--- src/rtl/tinker_mem_pkg.sv ---
// Shared widths, FSM states and owner encoding for the Tinker unified-memory arbiter.
package tinker_mem_pkg;

  localparam int TINKER_ADDR_W = 64;
  localparam int TINKER_DATA_W = 64;

  typedef enum logic [1:0] {
    IDLE   = 2'd0,
    ACCESS = 2'd1,
    WAIT   = 2'd2,
    RESP   = 2'd3
  } arb_state_e;

  typedef enum logic {
    OWN_IF = 1'b0,
    OWN_D  = 1'b1
  } arb_owner_e;

  function automatic arb_owner_e other_owner(input arb_owner_e o);
    return (o == OWN_IF) ? OWN_D : OWN_IF;
  endfunction

endpackage

--- src/rtl/tinker_mem_arbiter_pick.sv ---
// Grant selection for the memory arbiter; owns the priority state register.
// MEM_ARB_RR_EN selects round-robin, otherwise fixed D priority with IF starvation relief.
module mem_arb_pick
  import tinker_mem_pkg::*;
#(
  parameter int STARVE_MAX = 4
) (
  input  logic clk,
  input  logic reset,
  input  logic arb_en,
  input  logic if_valid,
  input  logic d_valid,
  output logic grant_if,
  output logic grant_d
);

  logic conflict;
  assign conflict = if_valid && d_valid;

`ifdef MEM_ARB_RR_EN
  arb_owner_e rr_ptr_q, rr_ptr_d;

  // The pointer names the side preferred on the next conflict.
  always_comb begin
    grant_if = 1'b0;
    grant_d  = 1'b0;
    rr_ptr_d = rr_ptr_q;
    if (arb_en) begin
      if (conflict) begin
        grant_if = (rr_ptr_q == OWN_IF);
        grant_d  = (rr_ptr_q == OWN_D);
      end else begin
        grant_if = if_valid;
        grant_d  = d_valid;
      end
      if (grant_if) begin
        rr_ptr_d = other_owner(OWN_IF);
      end else if (grant_d) begin
        rr_ptr_d = other_owner(OWN_D);
      end
    end
  end

  always_ff @(posedge clk) begin
    if (!reset) begin
      rr_ptr_q <= OWN_D;
    end else begin
      rr_ptr_q <= rr_ptr_d;
    end
  end
`else
  localparam int SW = $clog2(STARVE_MAX + 2);
  localparam logic [SW-1:0] STARVE_LIM = SW'(STARVE_MAX);

  logic [SW-1:0] starve_q, starve_d;

  always_comb begin
    grant_if = 1'b0;
    grant_d  = 1'b0;
    starve_d = starve_q;
    if (arb_en) begin
      if (conflict) begin
        grant_if = (starve_q == STARVE_LIM);
        grant_d  = (starve_q != STARVE_LIM);
      end else begin
        grant_if = if_valid;
        grant_d  = d_valid;
      end
      // Only conflicts lost by IF count toward starvation.
      if (grant_if) begin
        starve_d = '0;
      end else if (grant_d && conflict && (starve_q != STARVE_LIM)) begin
        starve_d = starve_q + SW'(1);
      end
    end
  end

  always_ff @(posedge clk) begin
    if (!reset) begin
      starve_q <= '0;
    end else begin
      starve_q <= starve_d;
    end
  end
`endif

endmodule

--- src/rtl/tinker_mem_arbiter.sv ---
// Arbitrates the single Tinker memory port between instruction fetch and data access.
// Define MEM_ARB_RR_EN for round-robin conflict resolution instead of fixed D priority.
module tinker_mem_arbiter
  import tinker_mem_pkg::*;
#(
  parameter int ADDR_W     = TINKER_ADDR_W,
  parameter int DATA_W     = TINKER_DATA_W,
  parameter int MEM_LAT    = 1,
  parameter int STARVE_MAX = 4
) (
  input  logic              clk,
  input  logic              reset,
  input  logic              if_req_valid,
  output logic              if_req_ready,
  input  logic [ADDR_W-1:0] if_addr,
  output logic              if_rsp_valid,
  output logic [31:0]       if_rsp_data,
  input  logic              d_req_valid,
  output logic              d_req_ready,
  input  logic              d_req_we,
  input  logic [ADDR_W-1:0] d_addr,
  input  logic [DATA_W-1:0] d_wdata,
  output logic              d_rsp_valid,
  output logic [DATA_W-1:0] d_rsp_data,
  output logic              mem_en,
  output logic              mem_we,
  output logic [ADDR_W-1:0] mem_addr,
  output logic [DATA_W-1:0] mem_wdata,
  input  logic [DATA_W-1:0] mem_rdata,
  output logic              busy
);

  if (MEM_LAT < 1) begin : g_lat_check
    $error("tinker_mem_arbiter: MEM_LAT must be at least 1");
  end

  localparam int LW = (MEM_LAT < 1) ? 1 : $clog2(MEM_LAT + 1);

  arb_state_e        state_q, state_d;
  arb_owner_e        owner_q, owner_d;
  logic              we_q, we_d;
  logic [LW-1:0]     wait_cnt_q, wait_cnt_d;
  logic              mem_en_q, mem_en_d;
  logic              mem_we_q, mem_we_d;
  logic [ADDR_W-1:0] mem_addr_q, mem_addr_d;
  logic [DATA_W-1:0] mem_wdata_q, mem_wdata_d;
  logic              if_rsp_valid_q, if_rsp_valid_d;
  logic [31:0]       if_rsp_data_q, if_rsp_data_d;
  logic              d_rsp_valid_q, d_rsp_valid_d;
  logic [DATA_W-1:0] d_rsp_data_q, d_rsp_data_d;

  logic accept_en;
  logic grant_if;
  logic grant_d;

  // Requests are only taken in IDLE and never while reset is asserted.
  assign accept_en = reset && (state_q == IDLE);

  mem_arb_pick #(
    .STARVE_MAX (STARVE_MAX)
  ) u_pick (
    .clk      (clk),
    .reset    (reset),
    .arb_en   (accept_en),
    .if_valid (if_req_valid),
    .d_valid  (d_req_valid),
    .grant_if (grant_if),
    .grant_d  (grant_d)
  );

  always_comb begin
    state_d        = state_q;
    owner_d        = owner_q;
    we_d           = we_q;
    wait_cnt_d     = wait_cnt_q;
    mem_en_d       = 1'b0;
    mem_we_d       = 1'b0;
    mem_addr_d     = mem_addr_q;
    mem_wdata_d    = mem_wdata_q;
    if_rsp_valid_d = 1'b0;
    if_rsp_data_d  = if_rsp_data_q;
    d_rsp_valid_d  = 1'b0;
    d_rsp_data_d   = d_rsp_data_q;

    case (state_q)
      IDLE: begin
        if (grant_if || grant_d) begin
          state_d     = ACCESS;
          owner_d     = grant_if ? OWN_IF : OWN_D;
          we_d        = grant_d && d_req_we;
          mem_en_d    = 1'b1;
          mem_we_d    = grant_d && d_req_we;
          mem_addr_d  = grant_if ? if_addr : d_addr;
          mem_wdata_d = grant_d ? d_wdata : '0;
        end
      end
      ACCESS: begin
        state_d    = WAIT;
        wait_cnt_d = LW'(MEM_LAT);
      end
      WAIT: begin
        // Last WAIT cycle is exactly MEM_LAT cycles after the strobe.
        if (wait_cnt_q == LW'(1)) begin
          state_d = RESP;
          if (owner_q == OWN_IF) begin
            if_rsp_valid_d = 1'b1;
            if_rsp_data_d  = mem_rdata[31:0];
          end else begin
            d_rsp_valid_d = 1'b1;
            d_rsp_data_d  = we_q ? '0 : mem_rdata;
          end
        end else begin
          wait_cnt_d = wait_cnt_q - LW'(1);
        end
      end
      RESP: begin
        state_d = IDLE;
      end
      default: begin
        state_d = IDLE;
      end
    endcase
  end

  always_ff @(posedge clk) begin
    if (!reset) begin
      state_q        <= IDLE;
      owner_q        <= OWN_IF;
      we_q           <= 1'b0;
      wait_cnt_q     <= '0;
      mem_en_q       <= 1'b0;
      mem_we_q       <= 1'b0;
      mem_addr_q     <= '0;
      mem_wdata_q    <= '0;
      if_rsp_valid_q <= 1'b0;
      if_rsp_data_q  <= '0;
      d_rsp_valid_q  <= 1'b0;
      d_rsp_data_q   <= '0;
    end else begin
      state_q        <= state_d;
      owner_q        <= owner_d;
      we_q           <= we_d;
      wait_cnt_q     <= wait_cnt_d;
      mem_en_q       <= mem_en_d;
      mem_we_q       <= mem_we_d;
      mem_addr_q     <= mem_addr_d;
      mem_wdata_q    <= mem_wdata_d;
      if_rsp_valid_q <= if_rsp_valid_d;
      if_rsp_data_q  <= if_rsp_data_d;
      d_rsp_valid_q  <= d_rsp_valid_d;
      d_rsp_data_q   <= d_rsp_data_d;
    end
  end

  assign if_req_ready = grant_if;
  assign d_req_ready  = grant_d;
  assign if_rsp_valid = if_rsp_valid_q;
  assign if_rsp_data  = if_rsp_data_q;
  assign d_rsp_valid  = d_rsp_valid_q;
  assign d_rsp_data   = d_rsp_data_q;
  assign mem_en       = mem_en_q;
  assign mem_we       = mem_we_q;
  assign mem_addr     = mem_addr_q;
  assign mem_wdata    = mem_wdata_q;
  assign busy         = (state_q != IDLE);

  // A requester that has raised valid must keep it until it sees ready.
  a_if_no_withdraw: assert property (@(posedge clk) disable iff (!reset)
    (if_req_valid && !if_req_ready) |=> if_req_valid);
  a_d_no_withdraw: assert property (@(posedge clk) disable iff (!reset)
    (d_req_valid && !d_req_ready) |=> d_req_valid);
  a_we_with_en: assert property (@(posedge clk) disable iff (!reset)
    mem_we |-> mem_en);

endmodule

--- config.mk ---
export PLATFORM = sky130hd
export DESIGN_NAME = tinker_mem_arbiter
export DESIGN_NICKNAME = d
export VERILOG_FILES = /design/src/rtl/tinker_mem_pkg.sv /design/src/rtl/tinker_mem_arbiter_pick.sv /design/src/rtl/tinker_mem_arbiter.sv
export SDC_FILE = /design/constraint.sdc
export NUM_CORES = 1
export LEC_CHECK = 0
export ABC_AREA = 1
export CORE_AREA = 2 2 194 196
export DETAILED_ROUTE_END_ITERATION = 8
export DIE_AREA = 0 0 196 198
export GPL_TIMING_DRIVEN = 0
export PLACE_DENSITY = 0.65
export SYNTH_ARGS = -nofsm -noshare
export SYNTH_HDL_FRONTEND = slang
export SYNTH_SLANG_ARGS = --single-unit
--- constraint.sdc ---
create_clock -name clk -period 2.04 [get_ports clk]
set_input_delay 0.306 -clock clk [delete_from_list [all_inputs] [get_ports clk]]
set_output_delay 0.306 -clock clk [all_outputs]
set_load 0.01 [all_outputs]
Yosys cells after proc, flatten, opt, wreduce, memory -nomap -nowiden
Cells that the tools add are included.
{"block": "op_classes", "n_eq_ne": 7, "bitwise": 1, "mux": 20, "reduce_logical": 18, "addsub": 2}
{"operator": "2-to-1 mux 64 bit", "n": 3}
{"operator": "AND reduction 3 bit", "n": 4}
{"operator": "2-to-1 mux 1 bit", "n": 11}
{"operator": "case mux 2 bit (4 select lines)", "n": 1}
{"operator": "AND reduction 2 bit", "n": 4}
{"operator": "2-to-1 mux 3 bit", "n": 2}
{"operator": "nonzero test 2 bit", "n": 3}
{"operator": "logical AND 1 bit", "n": 5}
{"operator": "equality test 2 bit, second input constant", "n": 2}
{"operator": "2-to-1 mux 2 bit", "n": 2}
{"operator": "adder 3 x 1 -> 3 bit, second input constant", "n": 1}
{"operator": "equality test 3 bit, second input constant", "n": 1}
{"operator": "inequality test 3 bit, second input constant", "n": 1}
{"operator": "equality test 2 x 1 -> 1 bit, second input constant", "n": 1}
{"operator": "zero test 2 bit", "n": 1}
{"operator": "inequality test 2 x 1 -> 1 bit, second input constant", "n": 1}
{"operator": "inequality test 2 bit, second input constant", "n": 1}
{"operator": "case mux 1 bit (2 select lines)", "n": 1}
{"operator": "logical OR 1 bit", "n": 1}
{"operator": "NOT 1 bit", "n": 1}
{"operator": "subtractor 1 bit, second input constant", "n": 1}
{"block": "word_totals", "in_bits": 261, "regBits": 236, "elab_cells": 61, "out_inout_bits": 231}

Longest topological paths before layout
{"block": "logic_depth", "depth_word": 7, "ltp_mapped": 11, "mapped_depth_nobuf": 9}

Modules after synthesis
Synthesis repeated with hierarchy kept, for this count alone.
{"block": "unflattened", "cells_unflattened": 1268, "hier_area_um2": 9283.9}
{"mod": "tinker_mem_arbiter", "seq_area_each_um2": 4664.5, "instances": 1, "area_each_um2": 9071.2, "cells_each": 1235}
{"mod": "mem_arb_pick", "seq_area_each_um2": 60.1, "instances": 1, "area_each_um2": 212.7, "cells_each": 33}

Least setup slack after synthesis
OpenSTA, ideal clock, no wires.
{"block": "synth_path", "path_kind": "reg2out", "start": "register state_q[0]", "end": "output port if_req_ready", "path_stages_with_launch": 9, "setup_slack_ns": 0.393, "n_path_buf": 2, "required_time_ns": 1.734, "arrival_ns": 1.341, "cell_sequence": "dfxtp_1 -> inv_1 -> ha_1 -> nand2_1 -> nor2_2 -> nand2_1 -> buf_2 -> buf_4 -> inv_1"}
{"block": "synth_via", "elab_chain_cells": 3}
{"element": "start: declaration", "line_no": "tinker_mem_arbiter.sv:39", "rtl": "arb_state_e state_q, state_d;"}
{"element": "start signal: assignment", "line_no": "tinker_mem_arbiter.sv:140", "rtl": "state_q <= state_d;"}
{"element": "zero test 2 bit", "line_no": "tinker_mem_arbiter.sv:57", "rtl": "assign accept_en = reset && (state_q == IDLE);"}
{"element": "logical AND 1 bit", "line_no": "tinker_mem_arbiter.sv:57"}
{"element": "2-to-1 mux 1 bit", "line_no": "tinker_mem_arbiter_pick.sv:61", "rtl": "if (arb_en) begin"}
{"element": "end: declaration", "line_no": "tinker_mem_arbiter.sv:14", "rtl": "output logic if_req_ready,"}
No other way between the ends.

Worst setup path after layout
Ends and elaborated chain as after synthesis.

==> results by group <==
Clock tree
  – CTS H-Tree Depth: 1
  – Clk_lat worst skew: between 500 and 600 ps
  – Num CTS Buffers: 26
  – Cts hold-fix bufs: 0
  – Clk pin slew, worst setup/hold paths: ~60 ps
  – Clock root buffer: clkbuf_16
  – Clock sink total: 236
  – CTS tree: yes
  – Max Root-Sink Buffers: 3

Floorplan
  – Die X: roughly 200 um
  – Site row count: 71
  – Core Footprint: 36960 um2
  – I/O pin total: just under 500
  – Die height: 198 um
  – Die ar.: 38810 um2
  – Initial Utilization: 25.90%

Timing
  – # setup viols final: 0
  – Final setup margin: roughly 34 ps
  – Hold Vio Cnt, Final: 0
  – Final Skew: 17.52 ps
  – Min Hold Slack: 318.3 ps
  – Highest Clock Rate: ~500 MHz
  – RSZ-0062 raised after global routing: true
  – Slew Limit Fails: 0
  – Clock period minus worst slack: 2006 ps
  – Fin crit share: a little over nine tenths
  – Worst-margin pin slew: around 850 ps
  – Rel. slew slack: 43.38%

Worst hold path
  – Hold EP: mem_wdata[23]
  – Type of the most critical hold path: primary input to flip-flop
  – Hold Path Origin: d_wdata[23]
  – Hold path depth: 3

Place
  – Placer Congestion: 0.9126
  – Pre-CTS setup slack: -815.8 ps
  – I/O Buffers: 490
  – Detail Placement HPWL: 30770 um

Logic synthesis
  – Synthesis warning total: 0
  – Top cells by area, synth: dfxtp_1 49%, nand3_1 14%, nand2_1 11%
  – Primary FF master, synth: dfxtp_1
  – Post-Syn Area: 9572 um2
  – Mapped Nets: 1598
  – Asr flop ratio synth: 0%
  – Most frequent cell after synthesis: nand2_1
  – Most frequent cells after synthesis: 272 x nand2_1, 261 x nand3_1, 236 x dfxtp_1, 149 x o21ai_0, 121 x inv_1
  – Sequential fraction of the synthesis area: 49.36%
  – Cells after synthesis: 1333
  – Largest area contributor in the netlist: dfxtp_1
  – Seq cells post-synth: about 240
  – Post-synth top area share: ~49%
  – Distinct cells, synth: 19
  – EDFF count, synth: 0
  – Avg Cell Area, Syn: about 7 um2

Routing
  – Total wire length: 39660 um
  – DRT Pass-1 Iters: 5
  – Wire length per cell: 16.88 um
  – Routed vias/inst: 4.612
  – Via count: 10834
  – Antenna viol nets, final: 0
  – Initial DRC count: 493
  – DR DRC count: 0

Layout
  – # nets final: 2123
  – Area Growth Syn to Fin: 67.88%
  – Share of post-route cells with drive strength above 1: 5.973%
  – Fillcell total: 3753
  – N_diodes: 0
  – Area of the multi-input gates: ~4000 um2
  – Register Area: 4728 um2

GRT
  – Initial antenna violation count: 1
  – Largest net degree at the start of global routing: 14
  – Global-route usage over all layers: 19.54%
  – First-pass GRT wire length: between 60000 and 70000 um
  – GR peak layer: met2
  – Met2 Usage GRT: 34.08%
  – M3 GR Usage: 4.991%
  – Vias in the first global route: 10810
  – Met1 global-route usage: 23.03%
  – Congestion Overflow GR: 0

Flow run
  – Number of max-cap violations: 0

Run status
  – Status: completed

Setup path
  – Cell depth of the worst flop-to-flop path: 10
  – RR Startpoint: state_q[0]
  – WP data arrival: 1700 ps
  – Critical Path Fanout Max: 3
  – Reg2reg end: mem_addr[61]
  – Crit path launch type: flip-flop
  – Crit path capture type: output port
  – R2R setup slack: roughly 130 ps
  – CP Class: flip-flop to output port
  – Critical Path RT: roughly 1700 ps

Power and ir drop
  – VDD IR-drop max: 0.6284 mV
  – Total power divided by cell area: 920.9 nW/um2
  – Final Power: 14.80 mW
  – Leakage: 6.891 nW
worst max-delay path by stage:
stage,start,endpoint,slack [ps],cells past startpoint
floorplan,state_q[0],if_req_ready,390,8
global placement,if_req_valid,if_req_ready,-790,8
detailed placement,state_q[0],if_req_ready,-820,9
CTS,state_q[1],if_req_ready,-50,8
global route,state_q[0],if_req_ready,-40,8
finish,state_q[0],if_req_ready,30,8
metal layers:
layer,up-vias,part of all wire [%]
li1,5339,-
met1,4996,41
met2,414,47
met3,83,7.6
met4,2,4.1
met5,-,0.028
sequential cells by signal, summed over array words and instances (netlist names), 2 cells and up:
name and cells:
if_rsp_data 32, mem_addr 64, d_rsp_data 64, u_pick.starve_q 3, state_q 2, mem_wdata 64
area by class of cell:
| type | count | area share, % |
|---|---|---|
| inverter | 145 | 3.387 |
| sequential | 236 | 29.42 |
| clock inverter | 7 | 0.5606 |
| buffer | 106 | 3.146 |
| timing repair buffer | 498 | 30.89 |
| tap | 474 | 3.691 |
| multi-input combinational | 845 | 24.25 |
| clock buffer | 38 | 4.648 |
where the power goes:
part           leakage [nW]  switching [mW]  internal, mW  total [mW]
Clock                 0.404            1.91          2.77        4.68
Sequential             1.92           0.345          5.26        5.60
Combinational          4.56            2.33          2.19        4.51
Total                  6.89            4.58          10.2        14.8
stage by stage:
stage / util (%) / cell area (um2) / setup TNS, ps / std cells
2_1_floorplan: - / 9572 / 0 / 1333
3_3_place_gp: 40.78 / 15070 / -10780 / 2297
3_5_place_dp: 40.78 / 15070 / -14220 / 2297
4_1_cts: 43.35 / 16020 / -54.25 / 2348
5_1_grt: 43.48 / 16070 / -45.22 / 2349
6_report: 43.48 / 16070 / 0 / 2349
layout by cell type, fill, tap and decap left out:
cell type        netlist  routed
nand2_2                0       4
clkinv_2               0       3
inv_2                  1       3
o21ai_0              149     149
buf_1                 10       8
buf_4                  6      17
clkbuf_1              62      59
clkbuf_2               0      13
nand3_4                0       1
bufinv_16              0       2
clkbuf_16              0      27
clkdlybuf4s15_1        0       1
xor2_1                 1       1
nand2_4                0       1
clkbuf_8               0       3
nand2_1              272     267
clkbuf_4               0       3
buf_2                 29      21
nand3_1              261     261
nand3_2                2       1
ha_4                   0       1
nor2_1                73      70
buf_6                  0       2
clkdlybuf4s50_1        0     487
dfxtp_1              236     233
nor3_1                 1       1
a21oi_1               69      69
nor2_2                 1       2
dfxtp_2                0       3
clkinv_1              23      23
nor2_4                 0       2
clkinvlp_4             0       2
o21ai_1               12      12
buf_12                 0       1
ha_1                   4       3
inv_1                121     119
worst max-delay path: stages (launching register included):
cell and delay (ps):
dfxtp_1 310, inv_2 80, ha_4 180, nand2_2 70, nor2_4 150, nand2_4 80, buf_12 130, inv_1 40
buf_4 120
cell families (layout without fill, tap and decap cells):
logic type,after synthesis,in the layout,synth area share [%]
AND/OR/NAND/NOR,610,610,27.50
adder cells (fa/ha/maj),4,4,0.5229
flip-flops,236,236,49.36
buffers and inverters,252,794,10.50
XOR/XNOR,1,1,0.09152
AO/OA/AOI/OAI,230,230,12.03
repair_timing:
| action | in CTS | in global routing |
|---|---|---|
| setup endpoints to repair | 116 | 119 |
| pin swaps | 4 | 5 |
| gates resized for setup | 34 | 31 |
| gates cloned | 0 | 0 |
| setup buffers | 7 | 1 |
| hold endpoints to repair | 0 | 0 |
Note: power is estimated with default switching activity, not from simulation.
